## config.mk

```make
export PLATFORM = sky130hd
export DESIGN_NAME = stream_demux_flat
export DESIGN_NICKNAME = d
export VERILOG_FILES = /design/src/rtl/stream_demux_if.sv /design/src/rtl/stream_demux.sv /design/src/flat_wrapper.sv
export SDC_FILE = /design/constraint.sdc
export NUM_CORES = 1
export LEC_CHECK = 0
export ABC_CLOCK_PERIOD_IN_PS = 1700
export BUFFER_PORTS_ARGS = -buffer_cell sky130_fd_sc_hd__buf_2
export CORE_MARGIN = 4
export CORE_UTILIZATION = 47
export DETAILED_ROUTE_END_ITERATION = 16
export PLACE_DENSITY = 0.79
export SKIP_CTS_REPAIR_TIMING = 1
export SYNTH_ARGS = -nofsm -noshare
export SYNTH_HDL_FRONTEND = slang
export SYNTH_SLANG_ARGS = --single-unit
```

## constraint.sdc

```tcl
create_clock -name i_clk -period 1.7 [get_ports i_clk]
set_clock_uncertainty 0.1 [all_clocks]
set_input_delay 0.34 -clock i_clk [delete_from_list [all_inputs] [get_ports i_clk]]
set_output_delay 0.34 -clock i_clk [all_outputs]
set_load 0.005 [all_outputs]
```

## src/rtl/stream_demux_if.sv

```systemverilog
// Stream bundle for the 1-to-N demux: one input stream, N_OUT output lanes.
// Latency: none (wires only).
// Backpressure: in_ready from the demux, out_ready per lane from the consumers.
// Signals: in_data/in_valid/in_sel/in_last/in_ready (upstream side),
//          out_data/out_valid/out_last/out_ready (downstream lanes, lane k at [k*WIDTH +: WIDTH]).
interface stream_demux_if #(
    parameter int WIDTH = 8,
    parameter int N_OUT = 2
);
    localparam int SEL_W = $clog2(N_OUT);

    logic [WIDTH-1:0]       in_data;
    logic                   in_valid;
    logic [SEL_W-1:0]       in_sel;
    logic                   in_last;
    logic                   in_ready;
    logic [N_OUT*WIDTH-1:0] out_data;
    logic [N_OUT-1:0]       out_valid;
    logic [N_OUT-1:0]       out_last;
    logic [N_OUT-1:0]       out_ready;

    // master drives the input stream and consumes the lanes (the environment)
    modport master (
        output in_data, in_valid, in_sel, in_last, out_ready,
        input  in_ready, out_data, out_valid, out_last
    );

    // slave is the demux itself
    modport slave (
        input  in_data, in_valid, in_sel, in_last, out_ready,
        output in_ready, out_data, out_valid, out_last
    );
endinterface

```

## src/rtl/stream_demux.sv

```systemverilog
// Packet demux: routes each packet to the lane named by in_sel on its first beat.
// Latency: 1 cycle through one output register, full throughput.
// Backpressure: in_ready follows out_ready of the latched lane; bad-select packets are always drained.
// Ports: i_clk, i_rst (sync, active-high), io_bus (slave side of stream_demux_if),
//        o_err_sel (1-cycle pulse when a first beat names a lane >= N_OUT).
module stream_demux #(
    parameter int WIDTH = 8,
    parameter int N_OUT = 2
) (
    input  logic              i_clk,
    input  logic              i_rst,
    stream_demux_if.slave     io_bus,
    output logic              o_err_sel
);
    localparam int              SEL_W   = $clog2(N_OUT);
    // one extra bit so in_sel can be compared against N_OUT without truncation
    localparam logic [SEL_W:0]  SEL_LIM = (SEL_W+1)'(N_OUT);

    typedef enum logic [1:0] {
        IDLE  = 2'd0,
        ROUTE = 2'd1,
        DROP  = 2'd2
    } state_t;

    state_t             r_state;
    state_t             w_state_nxt;
    logic [SEL_W-1:0]   r_dest;
    logic [WIDTH-1:0]   r_data;
    logic               r_last;
    logic               r_vld;
    logic               r_err;

    logic               w_dest_rdy;
    logic               w_in_ready;
    logic               w_accept;
    logic               w_first;
    logic               w_bad_sel;
    logic               w_route;

    // ready of the lane currently holding our beat; loop avoids indexing past N_OUT
    always_comb begin
        w_dest_rdy = 1'b0;
        for (int k = 0; k < N_OUT; k++) begin
            if (r_dest == SEL_W'(k)) begin
                w_dest_rdy = io_bus.out_ready[k];
            end
        end
    end

    // DROP never touches the output register, so it can always accept
    assign w_in_ready = (r_state == DROP) || !r_vld || w_dest_rdy;
    assign w_accept   = io_bus.in_valid && w_in_ready;
    assign w_first    = (r_state == IDLE);
    assign w_bad_sel  = ({1'b0, io_bus.in_sel} >= SEL_LIM);

    always_comb begin
        w_state_nxt = r_state;
        w_route     = 1'b0;
        case (r_state)
            IDLE: begin
                if (w_accept) begin
                    w_route = !w_bad_sel;
                    if (!io_bus.in_last) begin
                        w_state_nxt = w_bad_sel ? DROP : ROUTE;
                    end
                end
            end
            ROUTE: begin
                if (w_accept) begin
                    w_route = 1'b1;
                    if (io_bus.in_last) begin
                        w_state_nxt = IDLE;
                    end
                end
            end
            DROP: begin
                if (w_accept && io_bus.in_last) begin
                    w_state_nxt = IDLE;
                end
            end
            default: w_state_nxt = IDLE;
        endcase
    end

    always_ff @(posedge i_clk) begin
        if (i_rst) begin
            r_state <= IDLE;
        end else begin
            r_state <= w_state_nxt;
        end
    end

    always_ff @(posedge i_clk) begin
        if (i_rst) begin
            r_dest <= '0;
            r_data <= '0;
            r_last <= 1'b0;
            r_vld  <= 1'b0;
            r_err  <= 1'b0;
        end else begin
            r_err <= w_accept && w_first && w_bad_sel;
            // dest only moves on a first beat; acceptance already guarantees the old lane drained
            if (w_accept && w_first && !w_bad_sel) begin
                r_dest <= io_bus.in_sel;
            end
            if (w_route) begin
                r_data <= io_bus.in_data;
                r_last <= io_bus.in_last;
                r_vld  <= 1'b1;
            end else if (r_vld && w_dest_rdy) begin
                r_vld  <= 1'b0;
            end
        end
    end

    always_comb begin
        io_bus.out_valid = '0;
        for (int k = 0; k < N_OUT; k++) begin
            io_bus.out_valid[k] = r_vld && (r_dest == SEL_W'(k));
        end
    end

    assign io_bus.out_data = {N_OUT{r_data}};
    assign io_bus.out_last = {N_OUT{r_last}};
    assign io_bus.in_ready = w_in_ready;
    assign o_err_sel       = r_err;
endmodule

```

## src/flat_wrapper.sv

```systemverilog
// flat-port wrapper written by rule: the top's interface ports become plain ports
module stream_demux_flat 
#(
    parameter int WIDTH = 8,
    parameter int N_OUT = 2
)
  (i_clk, i_rst, o_err_sel, io_bus_in_data, io_bus_in_valid, io_bus_in_sel, io_bus_in_last, io_bus_out_ready, io_bus_in_ready, io_bus_out_data, io_bus_out_valid, io_bus_out_last);
  stream_demux_if #(.WIDTH(WIDTH), .N_OUT(N_OUT)) io_bus_i ();
  input  logic i_clk;
  input  logic i_rst;
  output logic o_err_sel;
  input wire logic [$bits(io_bus_i.in_data)-1:0] io_bus_in_data;
  input wire logic [$bits(io_bus_i.in_valid)-1:0] io_bus_in_valid;
  input wire logic [$bits(io_bus_i.in_sel)-1:0] io_bus_in_sel;
  input wire logic [$bits(io_bus_i.in_last)-1:0] io_bus_in_last;
  input wire logic [$bits(io_bus_i.out_ready)-1:0] io_bus_out_ready;
  output wire logic [$bits(io_bus_i.in_ready)-1:0] io_bus_in_ready;
  output wire logic [$bits(io_bus_i.out_data)-1:0] io_bus_out_data;
  output wire logic [$bits(io_bus_i.out_valid)-1:0] io_bus_out_valid;
  output wire logic [$bits(io_bus_i.out_last)-1:0] io_bus_out_last;
  assign io_bus_i.in_data = io_bus_in_data;
  assign io_bus_i.in_valid = io_bus_in_valid;
  assign io_bus_i.in_sel = io_bus_in_sel;
  assign io_bus_i.in_last = io_bus_in_last;
  assign io_bus_i.out_ready = io_bus_out_ready;
  assign io_bus_in_ready = io_bus_i.in_ready;
  assign io_bus_out_data = io_bus_i.out_data;
  assign io_bus_out_valid = io_bus_i.out_valid;
  assign io_bus_out_last = io_bus_i.out_last;
  stream_demux #(.WIDTH(WIDTH), .N_OUT(N_OUT)) u_core (.i_clk(i_clk), .i_rst(i_rst), .io_bus(io_bus_i), .o_err_sel(o_err_sel));
endmodule
```

==> flow_metrics.tcl, run 1 <==
set metrics [dict create \
    status "complete, no violations" \
    slowest_stage "dfxtp_2" \
    place_hpwl_um 1574 \
    gp_congestion 0.8188 \
    clockBufferDepth 2 \
    min_path_type "in -> reg" \
    core_region_area_um2 1764 \
    synth.top_cell.area_share_pct 27.04 \
    slew-limit-headroom_pct 57.27 \
    place_inst 142 \
    wl_met3_um 199 \
    ys.flop_type "dfxtp_1" \
    grt_overflow 0 \
    r2r-start "u_core.r_dest" \
    initial_core_util_pct 50.35 \
    critPathLaunchType "register" \
    viasPerCell 5.966 \
    power.density_nw_per_um2 759.9 \
    rows 15 \
    syn_area_um2 888.4 \
    ys.warnings.count 0 \
    grt_use_total_pct 17.21 \
    cap_violations 0 \
    clkTransAtPathRegs_ns 0.08 \
    async_flop_share_pct 0 \
    syn_to_final_growth_pct 14.51 \
    cts_root_buffer "clkbuf_4" \
    die_h_um 51.48 \
    fmax_ghz 0.6420 \
    grt_max_degree 21 \
    wl_um 2098 \
    synth_common_cells "buf_4, dfxtp_1, nand2_1" \
    timing.critical_path.buf_inv 1 \
    tritoncts "yes" \
    insertion_delay_ns 0.28 \
    dieWidth_um 51.48 \
    synth_edf_count 0 \
    rr_worst_depth 3 \
    post-route-drc-count 0 \
    avgRoutedWirePerCell_um 14.37 \
    critPathMaxStageDelay_ns 0.38 \
    yosys.area.top_type "dfxtp_1" \
    drv_slew 0 \
    h-tree-depth 1 \
    hold_slack_ns 0.1871 \
    diodes 0 \
    fin_setup_tns_ns 0 \
    synth_fp_nets 114 \
    wl_met2_um 1032 \
    r2r_end "u_core.r_dest" \
    worst_slew_pin_slew_ns 0.6396 \
    criticalPathCategory "reg -> out" \
    drt-initial-drc-count 28 \
    min_to "u_core.r_vld" \
    antenna_found_initial 0 \
    highest_layer "met4" \
    worstPathMaxFanout 5 \
    cts.sink_count 12 \
    required_ns 1.26 \
    ir_worst_vdd_mv 0.6641 \
    io_buffers 35 \
    fin_crit_ns 1.558 \
    synthCells 99 \
    num_vias 871 \
    crit_chain "mux2i_1, nand2_1, buf_2" \
    finalHoldViolations 0 \
    synth.yosys.seq_area_share_pct 27.04 \
    synthDistinctLibCells 25 \
    drive_above_1_share_pct 46.28 \
    finalCritPeriodShare_pct 91.62 \
    worstSetupEndpointType "output port" \
    drtPass1Iterations 4 \
    rsz0062_at_grt "no" \
    grt_pass1_vias 786 \
    nNetsFinal 137 \
    cts_inserted_buffers 3 \
    drtAntennaViolNets 0 \
    grt_pass1_wl_um 3456 \
    hold_start "i_rst" \
    whs_path_depth 2 \
    ios 37 \
    synth_area_leaders "dfxtp_1, o311ai_2, buf_4" \
    syn_area_per_cell_um2 8.973 \
    finalSetupViolCount 0 \
    design.die.area_um2 2650 \
    cp_top_family "flip-flops" \
    m1WireLength_um 820 \
    p_leak_nw 0.4213 \
    arrival_ns 1.12 \
    synth-seq-cells 12 \
    regToRegSetupSlack_ns 0.40 \
    finalNonFillerCells 146 \
]
metal layers:
layer  vias to the layer above  GRT usage, %
met4                         0         7.424
li1                        405             -
met2                        48         27.33
met5                         -             0
met1                       412         21.10
met3                         6         5.539
logic make-up (layout without fill, tap and decap cells):
group                  count (synthesis)  in the layout  synth area share, %
flip-flops                            12             12                27.04
AND/OR/NAND/NOR                       37             37                24.65
other                                  1              1               0.4221
buffers and inverters                 24             46                17.60
multiplexers                           2              2                2.816
AO/OA/AOI/OAI                         23             23                27.46
layout make-up:
cell class / instances / area (um2)
well taps: 25 / 31.28
inverters: 3 / 11.26
flip-flops and latches: 12 / 241.5
fillers: 181 / 747.0
multi-input cells: 63 / 491.7
clock buffers: 4 / 36.28
repair buffers: 39 / 205.2
metrics by stage:
stage                     instance area [um2]  power [mW]  utilization (%)  setup WS, ns
final                                    1017      0.7730            57.66        0.1424
after global routing                     1017      0.8195            57.66       0.05422
after CTS                                1016      0.7776            57.59       0.08416
after detailed placement                979.7      0.5454            55.53        0.1101
after global placement                  979.7      0.5363            55.53        0.1870
after floorplan                         888.4      0.4958                -        0.4227
power by group:
| group | leakage, nW | switching, mW | internal [mW] | total (mW) |
|---|---|---|---|---|
| Sequential | 0.0999 | 0.0239 | 0.309 | 0.333 |
| Combinational | 0.300 | 0.109 | 0.0971 | 0.206 |
| Clock | 0.0210 | 0.104 | 0.130 | 0.234 |
| Total | 0.421 | 0.236 | 0.537 | 0.773 |
sequential cells by signal, indices dropped and copies added (netlist names):
name,flops
u_core.r_data,8
u_core.r_dest,1
u_core.r_last,1
u_core.r_state,1
u_core.r_vld,1
cells in the final DEF, fill, tap and decap left out, types with 2 or more instances in the layout:
cell type,synthesis,routed
a31oi_1,10,10
buf_2,3,35
buf_4,12,4
clkbuf_4,0,3
dfxtp_1,12,11
inv_1,3,3
nand2_1,12,12
nand4_1,9,9
nor2b_1,2,2
nor3b_1,9,9
o311ai_2,10,10
worst max path at each step:
| stage | start | slack (ns) | to | cells after the start |
|---|---|---|---|---|
| floorplan | u_core.r_dest | 0.42 | u_core.r_data[0] | 4 |
| global placement | io_bus_in_valid | 0.19 | u_core.r_data[5] | 4 |
| detailed placement | io_bus_in_valid | 0.11 | u_core.r_data[2] | 4 |
| CTS | u_core.r_dest | 0.08 | io_bus_in_ready | 3 |
| global route | u_core.r_dest | 0.05 | io_bus_in_ready | 3 |
| finish | u_core.r_dest | 0.14 | io_bus_in_ready | 3 |
No activity file was read; power rests on OpenSTA's default activity.
==> inputs of run 2 (changes only) <==
ABC_CLOCK_PERIOD_IN_PS = 1800   (was 1700)
CORE_UTILIZATION = 50   (was 47)
PLACE_DENSITY = 0.83   (was 0.79)
clock period = 1.8 ns   (was 1.7 ns; I/O delays follow)
==> flow_metrics.tcl, run 2 (synthesis gave the netlist of run 1 again) <==
set metrics [dict create \
    io_buffers 35 \
    total_power_uw 667.2 \
    worstPathMaxFanout 5 \
    final_common_cell "buf_2" \
    rows 14 \
    required_ns 1.34 \
    largest_reg_flops 8 \
    syn_to_final_growth_pct 11.83 \
    p_leak_nw 0.4089 \
    place_inst 140 \
    fin_crit_ns 1.603 \
    diodes 0 \
    initial_core_util_pct 55.73 \
    placed_area_um2 970.9 \
    nNetsFinal 136 \
    worst_slew_pin_slew_ns 0.5811 \
    finalHoldViolations 0 \
    post-route-drc-count 0 \
    drtPass1Iterations 4 \
    insertion_delay_ns 0.26 \
    h-tree-depth 1 \
    drive_above_1_share_pct 44.54 \
    min_path_type "in -> reg" \
    core_region_area_um2 1594 \
    finalNonFillerCells 143 \
    drtAntennaViolNets 0 \
    fin_setup_tns_ns 0 \
    grt_pass1_wl_um 3470 \
    grt_max_degree 21 \
    viasPerCell 5.797 \
    place_hpwl_um 1527 \
    cap_violations 0 \
    power.density_nw_per_um2 671.6 \
    antenna_found_initial 0 \
    cts_inserted_buffers 3 \
    dpl_worst_slack_ns 0.2474 \
    regMostFlops "u_core.r_data" \
    grt_pass1_vias 809 \
    slew-limit-headroom_pct 61.18 \
    num_vias 829 \
    tritoncts "yes" \
    wl_um 2067 \
    finalSetupViolCount 0 \
    die_h_um 50.15 \
    ir_worst_vdd_mv 0.4787 \
    design.die.area_um2 2515 \
    finalCritPeriodShare_pct 89.04 \
    cts.sink_count 12 \
    fmax_ghz 0.6240 \
    grt_overflow 0 \
    worstSetupEndpointType "output port" \
    ios 37 \
    criticalPathCategory "reg -> out" \
    drv_slew 0 \
    clkTransAtPathRegs_ns 0.07 \
    drt-initial-drc-count 19 \
    avgRoutedWirePerCell_um 14.45 \
    rsz0062_at_grt "no" \
    layout_common_cells "buf_2, nand2_1, dfxtp_1" \
    grt_use_total_pct 17.31 \
    gp_congestion 0.8069 \
    dieWidth_um 50.15 \
    status "complete, no violations" \
    cts_root_buffer "clkbuf_4" \
    arrival_ns 1.14 \
    clockBufferDepth 2 \
    final_cell_area_um2 993.5 \
    worst_slack_ns 0.1973 \
    critPathLaunchType "register" \
]
run 2: changes by cell type in the layout (fill, tap and decap cells not counted):
cell | before | now
clkbuf_8 | 1 | 0
dfxtp_1 | 11 | 12
dfxtp_2 | 1 | 0
buf_4 | 4 | 3
run 2: per-layer routing:
metal	wire length (um)	global-route usage, %	vias to the layer above	share of wire (%)
met5	0	0	-	0
met3	163	3.846	2	7.9
li1	-	-	403	-
met4	12	8.756	0	0.58
met1	865	20.72	384	42
met2	1025	28.91	40	50
run 2: cell type report:
cell class / instances / area (um2)
clock buffer: 3 / 22.52
fill: 145 / 600.6
inverter: 3 / 11.26
multi-input combinational: 63 / 491.7
sequential: 12 / 240.2
tap: 24 / 30.03
timing repair buffer: 38 / 197.7
run 2: through the flow:
step | utilization (%) | hold slack [ns]
2_1_floorplan | - | 0.4042
3_3_place_gp | 60.91 | 0.4031
3_5_place_dp | 60.91 | 0.4154
4_1_cts | 62.32 | 0.2678
5_1_grt | 62.32 | 0.2686
6_report | 62.32 | 0.2709
run 2: worst max-delay path: stages (launching register included):
cell and delay [ns]:
dfxtp_1 0.43, mux2i_1 0.23, nand2_1 0.09, buf_2 0.13
run 2: power breakdown:
part | total (mW) | switching [mW] | internal (mW)
clock network | 0.162 | 0.0848 | 0.0772
registers | 0.314 | 0.0225 | 0.291
logic | 0.191 | 0.101 | 0.0902
total | 0.667 | 0.208 | 0.459
run 2: worst paths after layout:
kind / startpoint / to / slack (ns) / cells after the start
hold / removal: io_bus_in_data[6] / u_core.r_data[6] / 0.27 / 3
setup / recovery: u_core.r_dest / io_bus_in_ready / 0.20 / 3
setup reg to reg: u_core.r_dest / u_core.r_state[0] / 0.44 / 2
hold reg to reg: u_core.r_data[5] / u_core.r_data[5] / 0.42 / 2
==> inputs of run 3 (changes only) <==
GPL_TIMING_DRIVEN = 0   (was default)
==> flow_metrics.tcl, run 3 (synthesis gave the netlist of run 1 again) <==
set metrics [dict create \
    cap_violations 0 \
    viasPerCell 5.665 \
    internal-power_uw 538.5 \
    finalNonFillerCells 161 \
    die_h_um 50.15 \
    clkTransAtPathRegs_ns 0.09 \
    criticalPathCategory "reg -> out" \
    final_util_pct 70.64 \
    place_inst 158 \
    switchingPower_uw 235.8 \
    finalSetupViolCount 0 \
    r2r-start "u_core.r_dest" \
    tritoncts "yes" \
    post-route-drc-count 0 \
    finalHoldViolations 0 \
    avgRoutedWirePerCell_um 14.45 \
    hold_start "io_bus_in_data[0]" \
    drt-initial-drc-count 38 \
    power.density_nw_per_um2 687.6 \
    dieWidth_um 50.15 \
    crit_chain "inv_1, nor2_1, buf_2" \
    antenna_found_initial 0 \
    r2r_end "u_core.r_data[3]" \
    layout_common_cells "buf_2, nand2_1, buf_4, dfxtp_1" \
    min_to "u_core.r_data[0]" \
    initial_core_util_pct 55.73 \
    seq_power_share_pct 40.9 \
    design.die.area_um2 2515 \
    cts.sink_count 12 \
    diodes 0 \
    p_leak_nw 0.4921 \
    gp_congestion 0.8583 \
    regToRegSetupSlack_ns 0.41 \
    ir_worst_vdd_mv 0.4819 \
    grt_use_total_pct 18.61 \
    drtPass1Iterations 4 \
    grt_pass1_wl_um 3684 \
    wl_um 2327 \
    regMostFlops "u_core.r_data" \
    critPathMaxStageDelay_ns 0.46 \
    status "complete, no violations" \
    cts_inserted_buffers 3 \
    finalCritPeriodShare_pct 94.34 \
    total_power_uw 774.3 \
    critPathLaunchType "register" \
    worstPathMaxFanout 11 \
    place_hpwl_um 1694 \
    final_cell_area_um2 1126 \
    largest_reg_flops 8 \
    power.share.clock_pct 28.9 \
    grt_pass1_vias 844 \
    insertion_delay_ns 0.27 \
    fmax_ghz 0.5889 \
    fin_crit_ns 1.698 \
    num_vias 912 \
    rows 14 \
    slowest_stage "dfxtp_1" \
    rsz0062_at_grt "no" \
    hold_slack_ns 0.2430 \
    min_path_type "in -> reg" \
    combPwrFrac_pct 30.2 \
    drive_above_1_share_pct 49.64 \
    syn_to_final_growth_pct 26.76 \
    worstSetupEndpointType "output port" \
    nFillCells 137 \
    ios 37 \
    grt_max_degree 11 \
    core_region_area_um2 1594 \
    nNetsFinal 153 \
    sw_frac_of_total_pct 30.45 \
    io_buffers 35 \
    arrival_ns 1.24 \
    final_common_cell "buf_2" \
    placed_area_um2 1094 \
    whs_path_depth 3 \
    h-tree-depth 1 \
    drtAntennaViolNets 0 \
    required_ns 1.34 \
    rr_worst_depth 4 \
    cts_root_buffer "clkbuf_4" \
    clockBufferDepth 2 \
    grt_overflow 0 \
    drv_slew 0 \
]
run 3: metal layers:
layer	share of wire, %	wire (um)	track usage [%]
met1	40	941	22.92
met4	0.90	21	3.687
met5	0	0	0
met3	8.3	194	5.917
met2	50	1169	31.74
run 3: layout make-up:
type | count | area, um2 | area share [%]
clock buffers | 4 | 36.28 | 3.222
well taps | 24 | 30.03 | 2.667
repair buffers | 35 | 175.2 | 15.56
multi-input cells | 63 | 491.7 | 43.67
inverters | 3 | 11.26 | 1.000
flip-flops and latches | 12 | 240.2 | 21.33
plain buffers | 20 | 141.4 | 12.56
run 3: critical path, delay by kind of cell (launching register included):
kind / cells / cell delay (ns)
flops: 1 / 0.46
buf+inv: 2 / 0.37
simple gates: 1 / 0.14
run 3: worst max path at each step:
stage / start / end / slack (ns)
after global placement: u_core.r_vld / io_bus_out_valid[0] / 0.31
after floorplan: u_core.r_dest / u_core.r_data[0] / 0.52
after global routing: u_core.r_vld / io_bus_out_valid[0] / 0.02
final: u_core.r_vld / io_bus_out_valid[0] / 0.10
after CTS: u_core.r_vld / io_bus_out_valid[0] / -0.02
after detailed placement: u_core.r_vld / io_bus_out_valid[0] / 0.29
run 3: through the flow:
stage | worst slack, ns | TNS [ns]
2_1_floorplan | 0.5227 | 0
3_3_place_gp | 0.3087 | 0
3_5_place_dp | 0.2945 | 0
4_1_cts | -0.01749 | -0.01749
5_1_grt | 0.02207 | 0
6_report | 0.1018 | 0
run 3: power groups by stage:
stage	combinational [mW]	sequential, mW	clock (mW)
floorplan	0.148	0.320	0
global placement	0.230	0.320	0
detailed placement	0.236	0.322	0
CTS	0.236	0.316	0.229
global route	0.255	0.321	0.248
finish	0.234	0.316	0.224
